**src/rtl/vend_pkg.sv**
```systemverilog
// vend_pkg: shared constants for the vending-machine controller slice.
//   - FSM state encoding (2-bit, kept as plain localparams so legacy
//     tooling that pokes at the state register keeps working)
//   - coin values in 10p units
package vend_pkg;

  localparam logic [1:0] S_IDLE   = 2'd0;  // no credit held
  localparam logic [1:0] S_CREDIT = 2'd1;  // 0 < credit < PRICE
  localparam logic [1:0] S_VEND   = 2'd2;  // dispensing the item this cycle
  localparam logic [1:0] S_CHANGE = 2'd3;  // paying out change coins

  localparam int C10 = 1;
  localparam int C20 = 2;
  localparam int C50 = 5;

endpackage

```
**src/rtl/vend_if.sv**
```systemverilog
// vend_if: customer-facing signal bundle of the vending controller.
//   master : drives coin10p/coin20p/coin50p/refund, observes the outputs
//   slave  : the controller; drives vend, ret10p, ret20p, coin_rej, busy,
//            credit[CREDIT_W-1:0]
interface vend_if #(
  parameter int CREDIT_W = 4
);
  logic                coin10p;
  logic                coin20p;
  logic                coin50p;
  logic                refund;
  logic                vend;
  logic                ret10p;
  logic                ret20p;
  logic                coin_rej;
  logic                busy;
  logic [CREDIT_W-1:0] credit;

  modport master (
    output coin10p, coin20p, coin50p, refund,
    input  vend, ret10p, ret20p, coin_rej, busy, credit
  );

  modport slave (
    input  coin10p, coin20p, coin50p, refund,
    output vend, ret10p, ret20p, coin_rej, busy, credit
  );
endinterface

```
**src/rtl/vend_change.sv**
```systemverilog
// vend_change: greedy change dispenser.
//   clk, rst  : clock, synchronous active-high reset (drops pending change)
//   load      : capture load_val as the amount of change to pay out
//   load_val  : change amount in 10p units
//   ret20p    : return one 20p coin this cycle (change >= 2)
//   ret10p    : return one 10p coin this cycle (change == 1)
//   done      : the coin shown this cycle is the last one
module vend_change
  import vend_pkg::*;
#(
  parameter int CREDIT_W = 4
) (
  input  logic                clk,
  input  logic                rst,
  input  logic                load,
  input  logic [CREDIT_W-1:0] load_val,
  output logic                ret10p,
  output logic                ret20p,
  output logic                done
);

  logic [CREDIT_W-1:0] chg;

  // Down-counter: each cycle pays the largest coin that fits.
  always_ff @(posedge clk) begin
    if (rst) begin
      chg <= '0;
    end else if (load) begin
      chg <= load_val;
    end else if (chg >= CREDIT_W'(C20)) begin
      chg <= chg - CREDIT_W'(C20);
    end else begin
      chg <= '0;
    end
  end

  // Moore decodes; the two ret outputs are mutually exclusive by construction.
  assign ret20p = (chg >= CREDIT_W'(C20));
  assign ret10p = (chg == CREDIT_W'(C10));
  assign done   = (chg <= CREDIT_W'(C20));

endmodule

```
**src/rtl/vend_ctrl.sv**
```systemverilog
// vend_ctrl: coin-operated vending controller.
//   clk, rst : single clock, synchronous active-high reset
//   bus      : vend_if.slave
//     in  coin10p/coin20p/coin50p : one-cycle coin pulses (1/2/5 units)
//     in  refund                  : one-cycle refund request
//     out vend                    : one-cycle dispense pulse
//     out ret10p/ret20p           : one-cycle change-coin pulses
//     out coin_rej                : coin sampled on the previous edge rejected
//     out busy                    : high while vending or paying change
//     out credit                  : accepted credit in units
module vend_ctrl
  import vend_pkg::*;
#(
  parameter int PRICE      = 5,
  parameter int CREDIT_W   = 4,
  parameter int MAX_CREDIT = 9
) (
  input logic   clk,
  input logic   rst,
  vend_if.slave bus
);

  // Wide enough that credit + 50p can never wrap before the limit check.
  localparam int SUM_W = CREDIT_W + 3;

  logic [1:0]          state, state_nxt;
  logic [CREDIT_W-1:0] credit, credit_nxt;
  logic                coin_rej, rej_nxt;
  logic                chg_load;
  logic [CREDIT_W-1:0] chg_val;
  logic                chg_done;
  logic [1:0]          ncoins;
  logic [SUM_W-1:0]    coin_val;
  logic [SUM_W-1:0]    sum;
  logic                open;
  logic                accept;

  always_comb begin
    ncoins = 2'(bus.coin10p) + 2'(bus.coin20p) + 2'(bus.coin50p);
    coin_val = '0;
    if (bus.coin50p)      coin_val = SUM_W'(C50);
    else if (bus.coin20p) coin_val = SUM_W'(C20);
    else if (bus.coin10p) coin_val = SUM_W'(C10);
    sum = SUM_W'(credit) + coin_val;

    open   = (state == S_IDLE) || (state == S_CREDIT);
    // Refund wins over any coin; simultaneous coins are all refused.
    accept = open && !bus.refund && (ncoins == 2'd1) &&
             (sum <= SUM_W'(MAX_CREDIT));
    rej_nxt = (ncoins != 2'd0) && !accept;

    state_nxt  = state;
    credit_nxt = credit;
    chg_load   = 1'b0;
    chg_val    = '0;
    case (state)
      S_IDLE, S_CREDIT: begin
        if (bus.refund) begin
          // Refund with zero credit (IDLE) has nothing to return.
          if (state == S_CREDIT) begin
            chg_load   = 1'b1;
            chg_val    = credit;
            credit_nxt = '0;
            state_nxt  = S_CHANGE;
          end
        end else if (accept) begin
          credit_nxt = CREDIT_W'(sum);
          state_nxt  = (sum >= SUM_W'(PRICE)) ? S_VEND : S_CREDIT;
        end
      end
      S_VEND: begin
        chg_load   = 1'b1;
        chg_val    = credit - CREDIT_W'(PRICE);
        credit_nxt = '0;
        state_nxt  = (credit == CREDIT_W'(PRICE)) ? S_IDLE : S_CHANGE;
      end
      S_CHANGE: begin
        if (chg_done) state_nxt = S_IDLE;
      end
      default: state_nxt = S_IDLE;
    endcase
  end

  always_ff @(posedge clk) begin
    if (rst) begin
      state    <= S_IDLE;
      credit   <= '0;
      coin_rej <= 1'b0;
    end else begin
      state    <= state_nxt;
      credit   <= credit_nxt;
      coin_rej <= rej_nxt;
    end
  end

  vend_change #(
    .CREDIT_W (CREDIT_W)
  ) u_change (
    .clk      (clk),
    .rst      (rst),
    .load     (chg_load),
    .load_val (chg_val),
    .ret10p   (bus.ret10p),
    .ret20p   (bus.ret20p),
    .done     (chg_done)
  );

  assign bus.vend     = (state == S_VEND);
  assign bus.busy     = (state == S_VEND) || (state == S_CHANGE);
  assign bus.credit   = credit;
  assign bus.coin_rej = coin_rej;

endmodule

```
**src/flat_wrapper.sv**
```systemverilog
// flat-port wrapper written by rule: the top's interface ports become plain ports
module vend_ctrl_flat import vend_pkg::*;
#(
  parameter int PRICE      = 5,
  parameter int CREDIT_W   = 4,
  parameter int MAX_CREDIT = 9
)
  (clk, rst, bus_coin10p, bus_coin20p, bus_coin50p, bus_refund, bus_vend, bus_ret10p, bus_ret20p, bus_coin_rej, bus_busy, bus_credit);
  vend_if #(.CREDIT_W(CREDIT_W)) bus_i ();
  input logic clk;
  input logic rst;
  input wire logic [$bits(bus_i.coin10p)-1:0] bus_coin10p;
  input wire logic [$bits(bus_i.coin20p)-1:0] bus_coin20p;
  input wire logic [$bits(bus_i.coin50p)-1:0] bus_coin50p;
  input wire logic [$bits(bus_i.refund)-1:0] bus_refund;
  output wire logic [$bits(bus_i.vend)-1:0] bus_vend;
  output wire logic [$bits(bus_i.ret10p)-1:0] bus_ret10p;
  output wire logic [$bits(bus_i.ret20p)-1:0] bus_ret20p;
  output wire logic [$bits(bus_i.coin_rej)-1:0] bus_coin_rej;
  output wire logic [$bits(bus_i.busy)-1:0] bus_busy;
  output wire logic [$bits(bus_i.credit)-1:0] bus_credit;
  assign bus_i.coin10p = bus_coin10p;
  assign bus_i.coin20p = bus_coin20p;
  assign bus_i.coin50p = bus_coin50p;
  assign bus_i.refund = bus_refund;
  assign bus_vend = bus_i.vend;
  assign bus_ret10p = bus_i.ret10p;
  assign bus_ret20p = bus_i.ret20p;
  assign bus_coin_rej = bus_i.coin_rej;
  assign bus_busy = bus_i.busy;
  assign bus_credit = bus_i.credit;
  vend_ctrl #(.PRICE(PRICE), .CREDIT_W(CREDIT_W), .MAX_CREDIT(MAX_CREDIT)) u_core (.clk(clk), .rst(rst), .bus(bus_i));
endmodule
```
**config.mk**
```make
export PLATFORM = sky130hd
export DESIGN_NAME = vend_ctrl_flat
export DESIGN_NICKNAME = d
export VERILOG_FILES = /design/src/rtl/vend_pkg.sv /design/src/rtl/vend_if.sv /design/src/rtl/vend_change.sv /design/src/rtl/vend_ctrl.sv /design/src/flat_wrapper.sv
export SDC_FILE = /design/constraint.sdc
export NUM_CORES = 1
export LEC_CHECK = 0
export BUFFER_PORTS_ARGS = -buffer_cell sky130_fd_sc_hd__buf_2
export CAP_MARGIN = 20
export CORE_AREA = 2 2 44 46
export CTS_CLUSTER_DIAMETER = 100
export DETAILED_ROUTE_END_ITERATION = 7
export DIE_AREA = 0 0 46 48
export PLACE_DENSITY = 0.84
export SYNTH_ARGS = -nofsm -noshare
export SYNTH_HDL_FRONTEND = slang
export SYNTH_HIERARCHICAL = 1
export SYNTH_SLANG_ARGS = --single-unit
```
**constraint.sdc**
```tcl
create_clock -name clk -period 2.6 [get_ports clk]
set_input_delay 0.26 -clock clk [delete_from_list [all_inputs] [get_ports clk]]
set_output_delay 0.26 -clock clk [all_outputs]
set_load 0.03 [all_outputs]
```
==> impl_results.md, run 1 <==
* Max_slew headroom at 52.79%
* Post-synth EDFFs at 0
* Crit path required time at 2.80 ns
* YS warnings at 6
* Max Clk Rate at 419.7 MHz
* Worst path slowest cell: fa_1
* Status: complete, no violations
* Setup repair bufs after CTS at 0
* Critical path arrival at 2.58 ns
* Seq/Total Area, Yosys at 24.48%
* Total Power at 0.6664 mW
* Critical path fanouts, max at 8
* Worst VDD drop at 0.3016 mV
* Synthesis-stage register bit count at 11
* Mean area per synthesized cell at 7.497 sq um
* Post-Route WL at 2018 um
* Largest net degree at the start of global routing at 13
* Fin Hold WS at 0.2777 ns
* Post-route design area at 1001 sq um
* RSZ-0062 raised after global routing: false
* GP Congestion at 0.9407
* ANT nets after route at 0
* DP Area at 973.4 sq um
* Core footprint at 1689 sq um
* First-pass GRT wire length at 3463 um
* Final setup TNS at 0 ns
* Worst Setup Start Kind: register
* Die Ht at 48 um
* Row cnt at 15
* Clk_lat worst skew at 0.27 ns
* Tightest Pin Transition at 0.7008 ns
* DIE AREA at 2208 sq um
* Async SR Flop Fraction at 0%
* Vias at 896
* Count of different cell masters after synthesis at 38
* Synth Cell Area at 899.6 sq um
* Syn_nets at 134
* Period Utilization, post-route at 91.63%
* # DRC at 0
* Total GRT Usage at 22.18%
* Tmin final at 2.382 ns
* Crit. End Element: register
* Starting Density at 53.26%
* Slowest stage delay, CP at 0.58 ns
* H-Tree Depth at 1
* Number of gates resized after cts at 0
* Hold Buf Count CTS at 0
* Main synth FF type: dfxtp_1
* Top Ports at 15
* Vias in the first global route at 826
* Hold Crit Class: in -> reg
* CTS root buf: clkbuf_4
* TritonCTS Buffers at 3
* Sink Count at 11
* Critical path, cell by cell: ha_1 -> inv_1 -> fa_1 -> nor4bb_1 -> a211oi_2 -> a21oi_2 -> a21oi_1 -> o22ai_1
* Port Buffers at 14
* Synth top area share at 24.48%
* DR pass1 iterations at 4
* Synth Instances at 120
* Delay-heaviest family, CP: adder cells
* Power Density at 665.7 nW/um^2
* Final setup fails at 0
* Worst Skew at 0.002342 ns
* CTS tree: built
* GR Overflow Total at 0
* Leading area contributor after synthesis: dfxtp_1
* Area grow syn2layout at 11.27%
* Share of cells above drive strength 1 at 15.67%
* Starting DRC count in detailed routing at 12
* Max cap viols at 0
* Clock Tree Buf Depth at 2
* Fin. max-slew vios at 0
* DR vias/cell at 5.934
* Leading cell types by count after synthesis: inv_1 (16), nand2_1 (16), o21ai_0 (12), dfxtp_1 (11)
* Critical path class: reg -> reg
* Post-DP HPWL at 1589 um
* Buf/Inv on CP at 1
* Final Hold Viols at 0
* Leakage at 0.4467 nW
* Die W at 46 um
* Drt wl/cell at 13.36 um
* Initial antenna violation count at 0
* ANT cells at 0
* # nets final at 149
* Clock transition at the registers of the reported paths at 0.07 ns
* Synth top area cells: dfxtp_1 (24%), ha_1 (8.3%), o21ai_0 (6.7%)
## cell usage in the layout, fill, tap and decap left out, types with 2 or more instances in the layout
cell type and count:
nand2_1 16, o22ai_1 2, clkbuf_4 3, xnor2_1 3
nand3_1 3, o31ai_1 2, a21o_1 3, ha_1 6
fa_1 2, dfxtp_1 10, nor2_1 7, a21oi_1 7
o21ai_0 12, inv_1 16, buf_2 14, or3_1 3
nor4bb_1 2
## power by group
group	switching (mW)	internal, mW
registers	0.0362	0.199
logic	0.191	0.122
clock network	0.0594	0.0594
total	0.286	0.380
## per-stage QoR
| stage | setup slack (ns) | cells | utilization, % |
|---|---|---|---|
| final | 0.2175 | 151 | 59.26 |
| after CTS | 0.1860 | 151 | 59.19 |
| after global routing | 0.02889 | 151 | 59.26 |
| after floorplan | 0.2061 | 120 | - |
| after global placement | 0.1270 | 147 | 57.63 |
| after detailed placement | 0.06830 | 147 | 57.63 |
## cell families after synthesis
family | after synthesis | synth area share, %
AO/OA/AOI/OAI | 38 | 28.37
flip-flops | 11 | 24.48
buffers and inverters | 20 | 8.624
adder cells (fa/ha/maj) | 8 | 12.80
XOR/XNOR | 4 | 3.895
AND/OR/NAND/NOR | 39 | 21.84
## path summary, 6_finish.rpt
| kind | start | end | slack [ns] | cells past startpoint |
|---|---|---|---|---|
| max | u_core/bus.credit[0] | u_core/state[0] | 0.22 | 8 |
| min | rst | u_core/u_change/chg[1] | 0.28 | 2 |
| max reg2reg | u_core/bus.credit[0] | u_core/state[0] | 0.22 | 8 |
| min reg2reg | u_core/u_change/chg[0] | u_core/u_change/chg[0] | 0.53 | 2 |
## cell type report
class	count	area (sq um)
clock buffers	4	26.28
repair buffers	14	70.07
flip-flops and latches	11	221.5
fillers	164	688.2
inverters	16	60.06
multi-input cells	89	601.8
well taps	17	21.27
## flip-flops by register name (all words and copies together), names as in the netlist
register,cells
u_core/bus.coin_rej,1
u_core/bus.credit,4
u_core/u_change/chg,4
u_core/state,2
## metal layers
layer / GRT usage, % / vias to the layer above / wire length (um) / share of wire [%]
li1: - / 452 / - / -
met1: 24.94 / 413 / 867 / 43
met2: 38.61 / 23 / 1004 / 50
met3: 3.774 / 8 / 74 / 3.7
met4: 14.29 / 0 / 72 / 3.6
met5: 0 / - / 0 / 0
No activity file was read; power rests on OpenSTA's default activity.
==> run 2: changes to the inputs <==
--- a/config.mk
+++ b/config.mk
@@ -11,7 +11,7 @@
 export CTS_CLUSTER_DIAMETER = 100
 export DETAILED_ROUTE_END_ITERATION = 7
 export DIE_AREA = 0 0 46 48
-export PLACE_DENSITY = 0.84
+export PLACE_DENSITY = 0.75
 export SYNTH_ARGS = -nofsm -noshare
 export SYNTH_HDL_FRONTEND = slang
 export SYNTH_HIERARCHICAL = 1
==> run 2 against run 1 <==
Effect of this change:
- die area is the same
- utilization up 0.37 points
- power down 0.69%
- routed wire length down 2.3%
- register-to-register slack about the same
- maximum frequency is 0.53% higher
- worst hold slack improved by 0.023 ns
==> impl_results.md, run 2 (synthesis results as in run 1) <==
* Tightest Pin Transition at 0.6753 ns (-0.02549 ns)
* Largest net degree at the start of global routing at 13 (unchanged)
* Post-route design area at 1007 sq um (+0.63%)
* Reg2reg setup slack at 0.23 ns (about the same)
* Hold Crit Class: in -> reg
* Status: complete, no violations
* Vias at 879 (-1.9%)
* FILL cells at 166 (+1.2%)
* Starting DRC count in detailed routing at 24 (+12)
* Hold Path Sink: u_core/u_change/chg[3]
* Reg-to-reg endpoint: u_core/state[0]
* GR Overflow Total at 0 (unchanged)
* Top Ports at 15 (unchanged)
* Most frequent cells in the layout: inv_1 (16), nand2_1 (16), buf_2 (14)
* Crit path required time at 2.79 ns (about the same)
* DP Area at 980.9 sq um (+0.77%)
* RSZ-0062 raised after global routing: false
* H-Tree Depth at 1 (unchanged)
* Worst Setup Start Kind: register
* Final setup TNS at 0 ns (unchanged)
* Met3 Use GR at 5.660% (+1.9 points)
* Max Clk Rate at 421.9 MHz (+0.53%)
* Hold path cells at 2 (unchanged)
* Worst VDD drop at 0.5266 mV (+75%)
* Final setup fails at 0 (unchanged)
* Max cap viols at 0 (unchanged)
* R2r startpoint: u_core/bus.credit[0]
* Drt wl/cell at 12.97 um (-3.0%)
* ANT nets after route at 0 (unchanged)
* # nets final at 150 (+0.67%)
* Share of cells above drive strength 1 at 15.56% (-0.12 points)
* Post-Route WL at 1971 um (-2.3%)
* TritonCTS Buffers at 3 (unchanged)
* Worst Skew at 0.002765 ns (+0.0004225 ns)
* Area grow syn2layout at 11.96%
* FF-to-FF path depth at 8 (unchanged)
* DR pass1 iterations at 4 (unchanged)
* Row cnt at 15 (unchanged)
* First-pass GRT wire length at 3160 um (-8.7%)
* Core footprint at 1689 sq um (unchanged)
* Critical path arrival at 2.56 ns (-0.02 ns)
* Initial antenna violation count at 0 (unchanged)
* Met2 Resource Use GR at 36.67% (-1.9 points)
* Critical path fanouts, max at 8 (unchanged)
* Power Density at 657.1 nW/um^2 (-1.3%)
* Largest regs: u_core/bus.credit x4, u_core/u_change/chg x4, u_core/state x2
* DIE AREA at 2208 sq um (unchanged)
* Number of gates resized after cts at 0 (unchanged)
* Total GRT Usage at 20.11% (-2.1 points)
* ANT cells at 0 (unchanged)
* Setup repair bufs after CTS at 0 (unchanged)
* DR vias/cell at 5.783 (-2.5%)
* Max_slew headroom at 54.50% (+1.7 points)
* Met1 Usage GRT at 24.43% (-0.51 points)
* Tmin final at 2.370 ns (-0.01247 ns)
* Crit. End Element: register
* Clock Tree Buf Depth at 2 (unchanged)
* Final Hold Viols at 0 (unchanged)
* CTS tree: built
* Die W at 46 um (unchanged)
* CTS root buf: clkbuf_4
* Most used routing layer: met2
* Post-DP HPWL at 1534 um (-3.4%)
* Port Buffers at 14 (unchanged)
* Hold Buf Count CTS at 0 (unchanged)
* Fin. max-slew vios at 0 (unchanged)
* Critical path class: reg -> reg
* Hold_sp: rst
* # DRC at 0 (unchanged)
* GP Congestion at 0.8759 (-6.9%)
* Die Ht at 48 um (unchanged)
* Clk_lat worst skew at 0.26 ns (about the same)
* Period Utilization, post-route at 91.15% (-0.48 points)
* Leakage at 0.4516 nW (+1.1%)
* Sink Count at 11 (unchanged)
* Starting Density at 53.26% (unchanged)
* Clock transition at the registers of the reported paths at 0.07 ns (about the same)
* Vias in the first global route at 738 (-11%)
-- run 2: cell count changes in the layout (fill, tap and decap cells not counted) --
cell / previous run / this run
buf_4: 0 / 1
dfxtp_1: 10 / 11
dfxtp_2: 1 / 0
-- run 2: metrics by stage --
step	power, mW	setup WS [ns]	utilization [%]	hold WS, ns	instances
after floorplan	0.4769	0.2061	-	0.3291	120
after global placement	0.5454	0.1083	58.07	0.4883	148
after detailed placement	0.5525	0.05397	58.07	0.4949	148
after CTS	0.6681	0.2550	59.63	0.2897	152
after global routing	0.7167	0.04945	59.63	0.2983	152
final	0.6618	0.2300	59.63	0.3009	152
-- run 2: power by group --
part | total, mW | internal (mW) | switching (mW)
Combinational | 0.315 | 0.123 | 0.193
Sequential | 0.234 | 0.199 | 0.0353
Clock | 0.112 | 0.0593 | 0.0528
Total | 0.662 | 0.381 | 0.281
-- run 2: worst max-delay path, stage by stage (launching register included) --
cell	delay, ns
dfxtp_1	0.36
ha_1	0.22
inv_1	0.07
fa_1	0.58
nor4bb_1	0.37
a211oi_2	0.11
a21oi_2	0.34
a21oi_1	0.12
o22ai_1	0.13
-- run 2: per-layer routing --
metal,up-vias,wire length [um]
met4,0,8
met5,-,0
met1,396,836
met3,2,132
li1,450,-
met2,31,993
-- run 2: worst max-delay path by stage --
stage,from,endpoint,depth (start not counted)
final,u_core/bus.credit[0],u_core/state[0],8
after global routing,u_core/bus.credit[0],u_core/state[0],8
after CTS,u_core/bus.credit[0],u_core/state[0],8
after detailed placement,bus_coin10p,u_core/state[0],11
after global placement,bus_coin10p,u_core/bus.credit[3],11
after floorplan,u_core/bus.credit[0],u_core/bus.credit[1],8
-- run 2: cell type report --
class | count | area [sq um] | area share [%]
tap | 17 | 21.27 | 2.112
clock buffer | 4 | 26.28 | 2.609
multi-input combinational | 89 | 601.8 | 59.75
timing repair buffer | 15 | 77.57 | 7.702
inverter | 16 | 60.06 | 5.963
sequential | 11 | 220.2 | 21.86
